`config.mk`:
```
export PLATFORM = sky130hd
export DESIGN_NAME = mlp_infer_sched
export DESIGN_NICKNAME = d
export VERILOG_FILES = /design/src/rtl/mlp_infer_sched.sv
export SDC_FILE = /design/constraint.sdc
export NUM_CORES = 1
export LEC_CHECK = 0
export CORE_ASPECT_RATIO = 1.75
export CORE_UTILIZATION = 36
export CTS_CLUSTER_SIZE = 24
export DETAILED_ROUTE_END_ITERATION = 6
export MAX_ROUTING_LAYER = met4
export PLACE_DENSITY = 0.8
export SLEW_MARGIN = 20
export SYNTH_ARGS = -nofsm -noshare
export SYNTH_HDL_FRONTEND = slang
export SYNTH_SLANG_ARGS = --single-unit
```
`constraint.sdc`:
```
create_clock -name clk -period 1.5 [get_ports clk]
set_clock_uncertainty 0.2 [all_clocks]
set_input_delay 0.3 -clock clk [delete_from_list [all_inputs] [get_ports clk]]
set_output_delay 0.3 -clock clk [all_outputs]
set_load 0.01 [all_outputs]
```
`src/rtl/mlp_infer_sched.sv`:
```
// Round-robin request scheduler for the combinational printed-MLP classifier: grants one
// requester, holds its features on mlp_inp for EVAL_CYCLES cycles, then returns the class.
module mlp_infer_sched #(
  parameter int N_REQ       = 2,
  parameter int IN_W        = 32,
  parameter int OUT_W       = 2,
  parameter int N_CLASS     = 3,
  parameter int EVAL_CYCLES = 3,
  localparam int ID_W       = (N_REQ > 1) ? $clog2(N_REQ) : 1
) (
  input  logic                    clk,
  input  logic                    rst,
  input  logic [N_REQ-1:0]        req_valid,
  input  logic [N_REQ*IN_W-1:0]   req_data,
  output logic [N_REQ-1:0]        req_ready,
  output logic [IN_W-1:0]         mlp_inp,
  input  logic [OUT_W-1:0]        mlp_out,
  output logic                    rsp_valid,
  input  logic                    rsp_ready,
  output logic [OUT_W-1:0]        rsp_class,
  output logic [ID_W-1:0]         rsp_id,
  output logic                    rsp_err,
  output logic                    busy,
  output logic [1:0]              dbg_state
);

  localparam logic [1:0] IDLE = 2'd0;
  localparam logic [1:0] EVAL = 2'd1;
  localparam logic [1:0] HOLD = 2'd2;

  localparam int CNT_W = (EVAL_CYCLES > 1) ? $clog2(EVAL_CYCLES) : 1;
  localparam logic [CNT_W-1:0] CNT_LOAD  = CNT_W'(EVAL_CYCLES - 1);
  localparam logic [ID_W-1:0]  LAST_RST  = ID_W'(N_REQ - 1);
  localparam logic [OUT_W:0]   N_CLASS_V = (OUT_W + 1)'(N_CLASS);

  logic [1:0]       state_q, state_d;
  logic [ID_W-1:0]  last_q, last_d;
  logic [CNT_W-1:0] cnt_q, cnt_d;
  logic [IN_W-1:0]  inp_q, inp_d;
  logic             rv_q, rv_d;
  logic [OUT_W-1:0] cls_q, cls_d;
  logic [ID_W-1:0]  id_q, id_d;
  logic             err_q, err_d;
  logic             busy_q;

  logic [ID_W-1:0]  cand;
  logic [ID_W-1:0]  win_idx;
  logic [IN_W-1:0]  win_data;
  logic             accept;

  // Scan from the highest offset down so the last hit is the nearest requester after last_q.
  always_comb begin
    cand    = '0;
    win_idx = '0;
    for (int k = N_REQ; k >= 1; k--) begin
      cand = ID_W'((int'(last_q) + k) % N_REQ);
      if (req_valid[cand]) win_idx = cand;
    end
  end

  assign win_data = req_data[int'(win_idx)*IN_W +: IN_W];

  // Handshakes: a transfer happens on a rising edge where valid and ready are both high.
  // Requesters hold valid/data until accepted; the response stays valid until rsp_ready.
  always_comb begin
    req_ready = '0;
    if (!rst && state_q == IDLE && |req_valid) req_ready[win_idx] = 1'b1;
  end

  assign accept = |(req_valid & req_ready);

  always_comb begin
    state_d = state_q;
    last_d  = last_q;
    cnt_d   = cnt_q;
    inp_d   = inp_q;
    rv_d    = rv_q;
    cls_d   = cls_q;
    id_d    = id_q;
    err_d   = err_q;
    case (state_q)
      IDLE: begin
        if (accept) begin
          inp_d   = win_data;
          id_d    = win_idx;
          last_d  = win_idx;
          cnt_d   = CNT_LOAD;
          state_d = EVAL;
        end
      end
      EVAL: begin
        // mlp_inp is frozen here, so the classifier path is an EVAL_CYCLES multicycle path.
        if (cnt_q != '0) begin
          cnt_d = cnt_q - 1'b1;
        end else begin
          cls_d   = mlp_out;
          err_d   = ({1'b0, mlp_out} >= N_CLASS_V);
          rv_d    = 1'b1;
          state_d = HOLD;
        end
      end
      HOLD: begin
        if (rv_q && rsp_ready) begin
          rv_d    = 1'b0;
          state_d = IDLE;
        end
      end
      default: state_d = IDLE;
    endcase
  end

  always_ff @(posedge clk or posedge rst) begin
    if (rst) begin
      state_q <= IDLE;
      last_q  <= LAST_RST;
      cnt_q   <= '0;
      inp_q   <= '0;
      rv_q    <= 1'b0;
      cls_q   <= '0;
      id_q    <= '0;
      err_q   <= 1'b0;
      busy_q  <= 1'b0;
    end else begin
      state_q <= state_d;
      last_q  <= last_d;
      cnt_q   <= cnt_d;
      inp_q   <= inp_d;
      rv_q    <= rv_d;
      cls_q   <= cls_d;
      id_q    <= id_d;
      err_q   <= err_d;
      busy_q  <= (state_d != IDLE);
    end
  end

  assign mlp_inp   = inp_q;
  assign rsp_valid = rv_q;
  assign rsp_class = cls_q;
  assign rsp_id    = id_q;
  assign rsp_err   = err_q;
  assign busy      = busy_q;
  assign dbg_state = state_q;

endmodule

```
After elaboration in Yosys (flattened, before gate mapping)
Cells that the tools add are included.

$add $sub $neg: 3. Multiply operators: 0. Div/mod/pow operators: 0. Order comparisons: 5. Equality and inequality tests: 6. Shift-type cells: 1. Mux-type cells: 19. Bitwise logic cells: 2. Reductions and logical operators: 16.

Operators by type and width (number): 64-bit by 7-bit variable part select with 32-bit output (1); 2-bit 2-to-1 mux (6); 1-bit 2-to-1 mux (9); 2-bit != test, second input constant (4); 2-bit nonzero test (4); 1-bit by 2-bit < comparator with 1-bit output, second input constant (3); 2-bit one-hot mux with 3 select lines (1); 3-bit AND reduction (2); 1-bit logical AND (4); 2-bit one-hot mux with 2 select lines (1); 2-bit AND reduction (2); 2-bit OR reduction (2); 1-bit adder, second input constant (2); 2-bit bitwise AND (1); 2-bit by 1-bit equality test with 1-bit output, second input constant (1); 2-bit equality test, second input constant (1); 2-bit >= comparator, second input constant (1); 2-bit zero test (1); 1-bit one-hot mux with 2 select lines (1); 2-bit by 1-bit subtractor with 2-bit output, second input constant (1); 1-bit demux with 1-bit select (1); 1-bit >= comparator, second input constant (1); 1-bit zero test (1); 1-bit inverter (1).

Register bits: 43. Latch bits: 0. RAM bits: 0. Memory bits (read-only): 0. Output and inout bits: 42. Memories: 0.

Logic depth before layout (Yosys ltp)
Word-level depth: 15. Depth in mapped cells: 6.

Worst setup path after synthesis
No wires, ideal clock.

Kind: reg-to-output. From: register last_q. To: output port req_ready[0]. Data arrival time: 1.184 ns. Required time: 1.000 ns. Path slack: -0.184 ns. Cell stages (with the launch flop): 6. Cell sequence: dfstp_2 nor2b_1 buf_2 buf_2 nand3b_1 inv_1.

Cells in the longest elaborated chain, start to end: 10. Elaborated cells on any way between the ends: 14. Classes of those cells: 2 x add/sub; 2 x order compare; 9 x mux; 1 x reduce/logical.

RTL lines: start, declared (RTL line 37) `logic [ID_W-1:0] last_q, last_d;`; start signal, assigned (RTL line 125) `last_q <= last_d;`; 1-bit adder (RTL line 56) `cand = ID_W'((int'(last_q) + k) % N_REQ);`; 1-bit 2-to-1 mux (implied by the code) (2 in series) (RTL line 57) `if (req_valid[cand]) win_idx = cand;`; 1-bit 2-to-1 mux (RTL line 57); 1-bit 2-to-1 mux (*) (RTL line 57); 1-bit by 2-bit < comparator with 1-bit output (implied by the code) / 1-bit >= comparator (equally long branches) (RTL line 67) `if (!rst && state_q == IDLE && |req_valid) req_ready[win_idx] = 1'b1;`; 1-bit logical AND (implied by the code) (RTL line 67); 1-bit 2-to-1 mux (implied by the code) (RTL line 67); 1-bit demux with 1-bit select (*) (RTL line 67); 2-bit 2-to-1 mux (*) (RTL line 67); end, declared (RTL line 15) `output logic [N_REQ-1:0] req_ready,`.

Every way passes the cells marked *; elsewhere a longest branch is shown, timed or not. The select of a mux whose other input is x is not followed.

Final worst setup path
From: register state_q[0], in the netlist dbg_state[0]. To: output port req_ready[1].

Cells in the longest elaborated chain, start to end: 4.

RTL lines: start, declared (RTL line 36) `logic [1:0] state_q, state_d;`; start signal, assigned (RTL line 124) `state_q <= state_d;`; 2-bit zero test (RTL line 67); 1-bit logical AND (2 in series) (RTL line 67); 2-bit 2-to-1 mux (RTL line 67).

No other way between the ends.

==> results.md <==
| Metric | Reported |
| --- | --- |
| Run status | finished, violations left |
| Violations in the final reports | setup timing |
| Dpl hpwl | 4740 um |
| Footprint of the multi-input gates | 1100 um2 |
| Detailed Route Iter0 Violations | 104 |
| Critical path's top delay family | flip-flops |
| Global-route wire length before repair | 10800 um |
| Post-synthesis instance total | 196 |
| Switching share of power | 0.365 |
| Switching power of the nets | 2.35 mW |
| Crit path arrival time | 1.35 ns |
| Mean post-synth cell area | 11.0 um2 |
| Achievable frequency | 541 MHz |
| Class of the worst hold path | input port to asynchronous set/reset pin |
| 1st-pass router iterations | 4 |
| Met2 global-route usage | 0.405 |
| Grt met1 use | 0.250 |
| Signed area change from the synthesized netlist to the final layout | 81.1% |
| Area taken by flip-flops and latches | 1080 um2 |
| Final worst path period need | 1.85 ns |
| Critical path cell sequence | nor3_4, buf_4, and3_4, buf_6 |
| Unrepaired setup endpoints after global routing | yes |
| Synth async-reset ratio | 1.00 |
| Post-synth design cell area | 2160 um2 |
| Post-layout power | 6.45 mW |
| Final Cycle Share | 1.23 |
| Effective utilization at floorplan | 0.370 |
| Final worst-path setup slack | -0.347 ns |
| Internal power | 4.09 mW |
| CTS tree | yes |
| Layout filler cell count | 467 |
| Number of clock sinks | 43 |
| Total number of placement rows | 37 |
| Leakage Power | 1.68 nW |
| Fin area | 3910 um2 |
| Syn_nets | 268 |
| Routed WL per cell | 17.2 um |
| GR Util All Layers | 0.233 |
| CTS Hold Buffers Added | 0 |
| Via count of the first global-routing pass | 2236 |
| Clock network power share | 0.109 |
| Ant diodes | 0 |
| Path length in cells of the critical path | 4 |
| Instance area at placement | 3500 um2 |
| Largest net degree at the start of global routing | 33 |
| Relative max-transition margin | 0.677 |
| Worst-skew pair later-pin latency | 0.29 ns |
| Met3 track utilization from global routing | 0.0299 |
| Worst-case vdd ir drop | 1.15 mV |
| Top-Level Pins | 113 |
| Number of vias per cell after detailed routing | 5.27 |
| Overall die width | 60.5 um |
| CTS clk-pin slew, worst paths | 0.08 ns |
| Total via count in the routed design | 2138 |
| Final-report max-slew violation count | 0 |
| Final layout net count | 399 |
| Sequential cell fraction of total power | 0.318 |
| Primary flip-flop cell chosen by synthesis mapping | sky130_fd_sc_hd__dfrtp_1 |
| Number of violations of the max-capacitance limit | 0 |
| Buffer cell driving the clock tree root | sky130_fd_sc_hd__clkbuf_8 |
| Sequential element share of the synthesized area | 0.499 |
| Antenna violations before repair | 0 |
| Dpl cells | 384 |
| Synth Warn # | 0 |
| Top fanout value on the critical path | 2 |
| Worst Hold Margin | 0.0442 ns |
| Critical path launch point type | flip-flop |
| Setup Total Neg Slack | -10.52 ns |
| Count of buffers from port buffering | 112 |
| Count of state elements after synthesis | 43 |
| Final setup violation count | 43 |
| Pin slew with the least headroom to its limit | 0.484 ns |
| Delay of the slowest cell on the worst path | 0.43 ns |
| Top library cells by usage in the layout, fill and taps aside | sky130_fd_sc_hd__clkdlybuf4s50_1 (68), sky130_fd_sc_hd__dfrtp_1 (40), sky130_fd_sc_hd__nand2_1 (38) |
| Htree depth | 2 |
| Area enclosed by the die boundary | 6320 um2 |
| Final Hold Vio Count | 0 |
| Most common library cell in the layout ignoring fill and taps | sky130_fd_sc_hd__clkdlybuf4s50_1 |
| CTS buffer count | 5 |
| Sum of buffers and inverters on the critical path | 2 |
| Number of flops mapped to enable cells by yosys | 0 |
| Residual antenna-violating net count after detailed routing | 0 |
| Combinational share of power | 0.573 |
| Overflow after GRT | 0 |
| WS Path Type | flip-flop to primary output |
| Routability cong. | 0.851 |
| Share of post-route cells with drive strength above 1 | 0.274 |
| Number of cells on the worst reg-to-reg path | 5 |
| Chip Height | 104 um |
| GRT busiest layer | met2 |
| Final wirelength | 7000 um |
| Power density over the cells | 1650 nW/um2 |
| Clock Path Buffers | 2 |
| DRC errors left | 0 |
| Number of distinct standard cells referenced by the synthesized netlist | 26 |
| Non-filler instance count after layout | 406 |
| Critical Path Slowest Stage Cell | sky130_fd_sc_hd__dfrtp_2 |
| Data required time of the critical path | 1.00 ns |
| Critical Path Sink Type | primary output |
| Area of the placeable core | 5830 um2 |
## flip-flops by register name, indices dropped and copies added (netlist names)
register and cells:
busy 1, cnt_q 2, dbg_state 2, last_q 1, mlp_inp 32, rsp_class 2
rsp_err 1, rsp_id 1, rsp_valid 1
## logic make-up (layout without fill, tap and decap cells)
kind of cell | after synthesis | count (layout) | synth area share
compound gates | 42 | 42 | 0.177
fa+ha+maj | 1 | 1 | 0.00580
mux | 2 | 2 | 0.0104
flops | 43 | 43 | 0.499
simple gates | 82 | 82 | 0.241
buf+inv | 26 | 158 | 0.0661
## worst reg2reg max path: cells and delay by family, from the launching register on
family                 cells  cell delay [ns]
AOI/OAI and AO/OA          1             0.15
and+or+nand+nor            2             0.69
buffers and inverters      2             0.32
DFF                        1             0.43
## final cells by class
cell class / count / area share
inverters: 6 / 0.00672
clock buffers: 7 / 0.0195
well taps: 78 / 0.0250
clock inverters: 1 / 0.00128
multi-input cells: 127 / 0.281
flip-flops and latches: 43 / 0.276
repair buffers: 144 / 0.391
## cell usage after synthesis (all sizes together) (2+ instances only)
cell	n	share of area
o21ai	5	0.013
inv	6	0.010
dfrtp	42	0.49
clkbuf	4	0.0070
o21a	2	0.0070
nand2	38	0.066
nand3b	3	0.010
a221o	32	0.15
nor3	33	0.14
nor2	3	0.0052
buf	16	0.049
mux2	2	0.010
## metal layers
| layer | share of wire | up-vias | routed length, um |
|---|---|---|---|
| li1 | - | 990 | - |
| met1 | 0.36 | 1051 | 2530 |
| met2 | 0.56 | 71 | 3950 |
| met3 | 0.031 | 26 | 219 |
| met4 | 0.042 | 0 | 297 |
| met5 | 0 | - | 0 |
## per-stage QoR
stage / utilization / setup slack (ns)
global route: 0.670 / -0.420
floorplan: - / -0.129
global placement: 0.600 / -0.779
finish: 0.670 / -0.347
CTS: 0.643 / -0.371
detailed placement: 0.600 / -0.795
## final timing paths
| path | from | end | slack (ns) |
|---|---|---|---|
| max | dbg_state[0] | req_ready[1] | -0.35 |
| min | rst | rsp_id | 0.04 |
| max reg2reg | dbg_state[0] | mlp_inp[30] | -0.34 |
| min reg2reg | rsp_err | rsp_err | 0.30 |
| max in group asynchronous | rst | dbg_state[0] | 0.68 |
| min in group clk | rsp_err | rsp_err | 0.30 |
## power by group through the flow
stage	combinational, mW	sequential (mW)	clock (mW)
after floorplan	1.37	2.28	0
after global placement	3.20	2.04	0
after detailed placement	3.26	2.07	0
after CTS	3.39	2.03	0.728
after global routing	3.95	2.10	0.790
final	3.69	2.05	0.705
## what timing repair did
action,CTS,global route
gates cloned,4,0
pin swaps,21,11
setup buffers,6,5
setup endpoints to repair,80,66
gates resized for setup,78,39
Note: power is estimated with default switching activity, not from simulation.
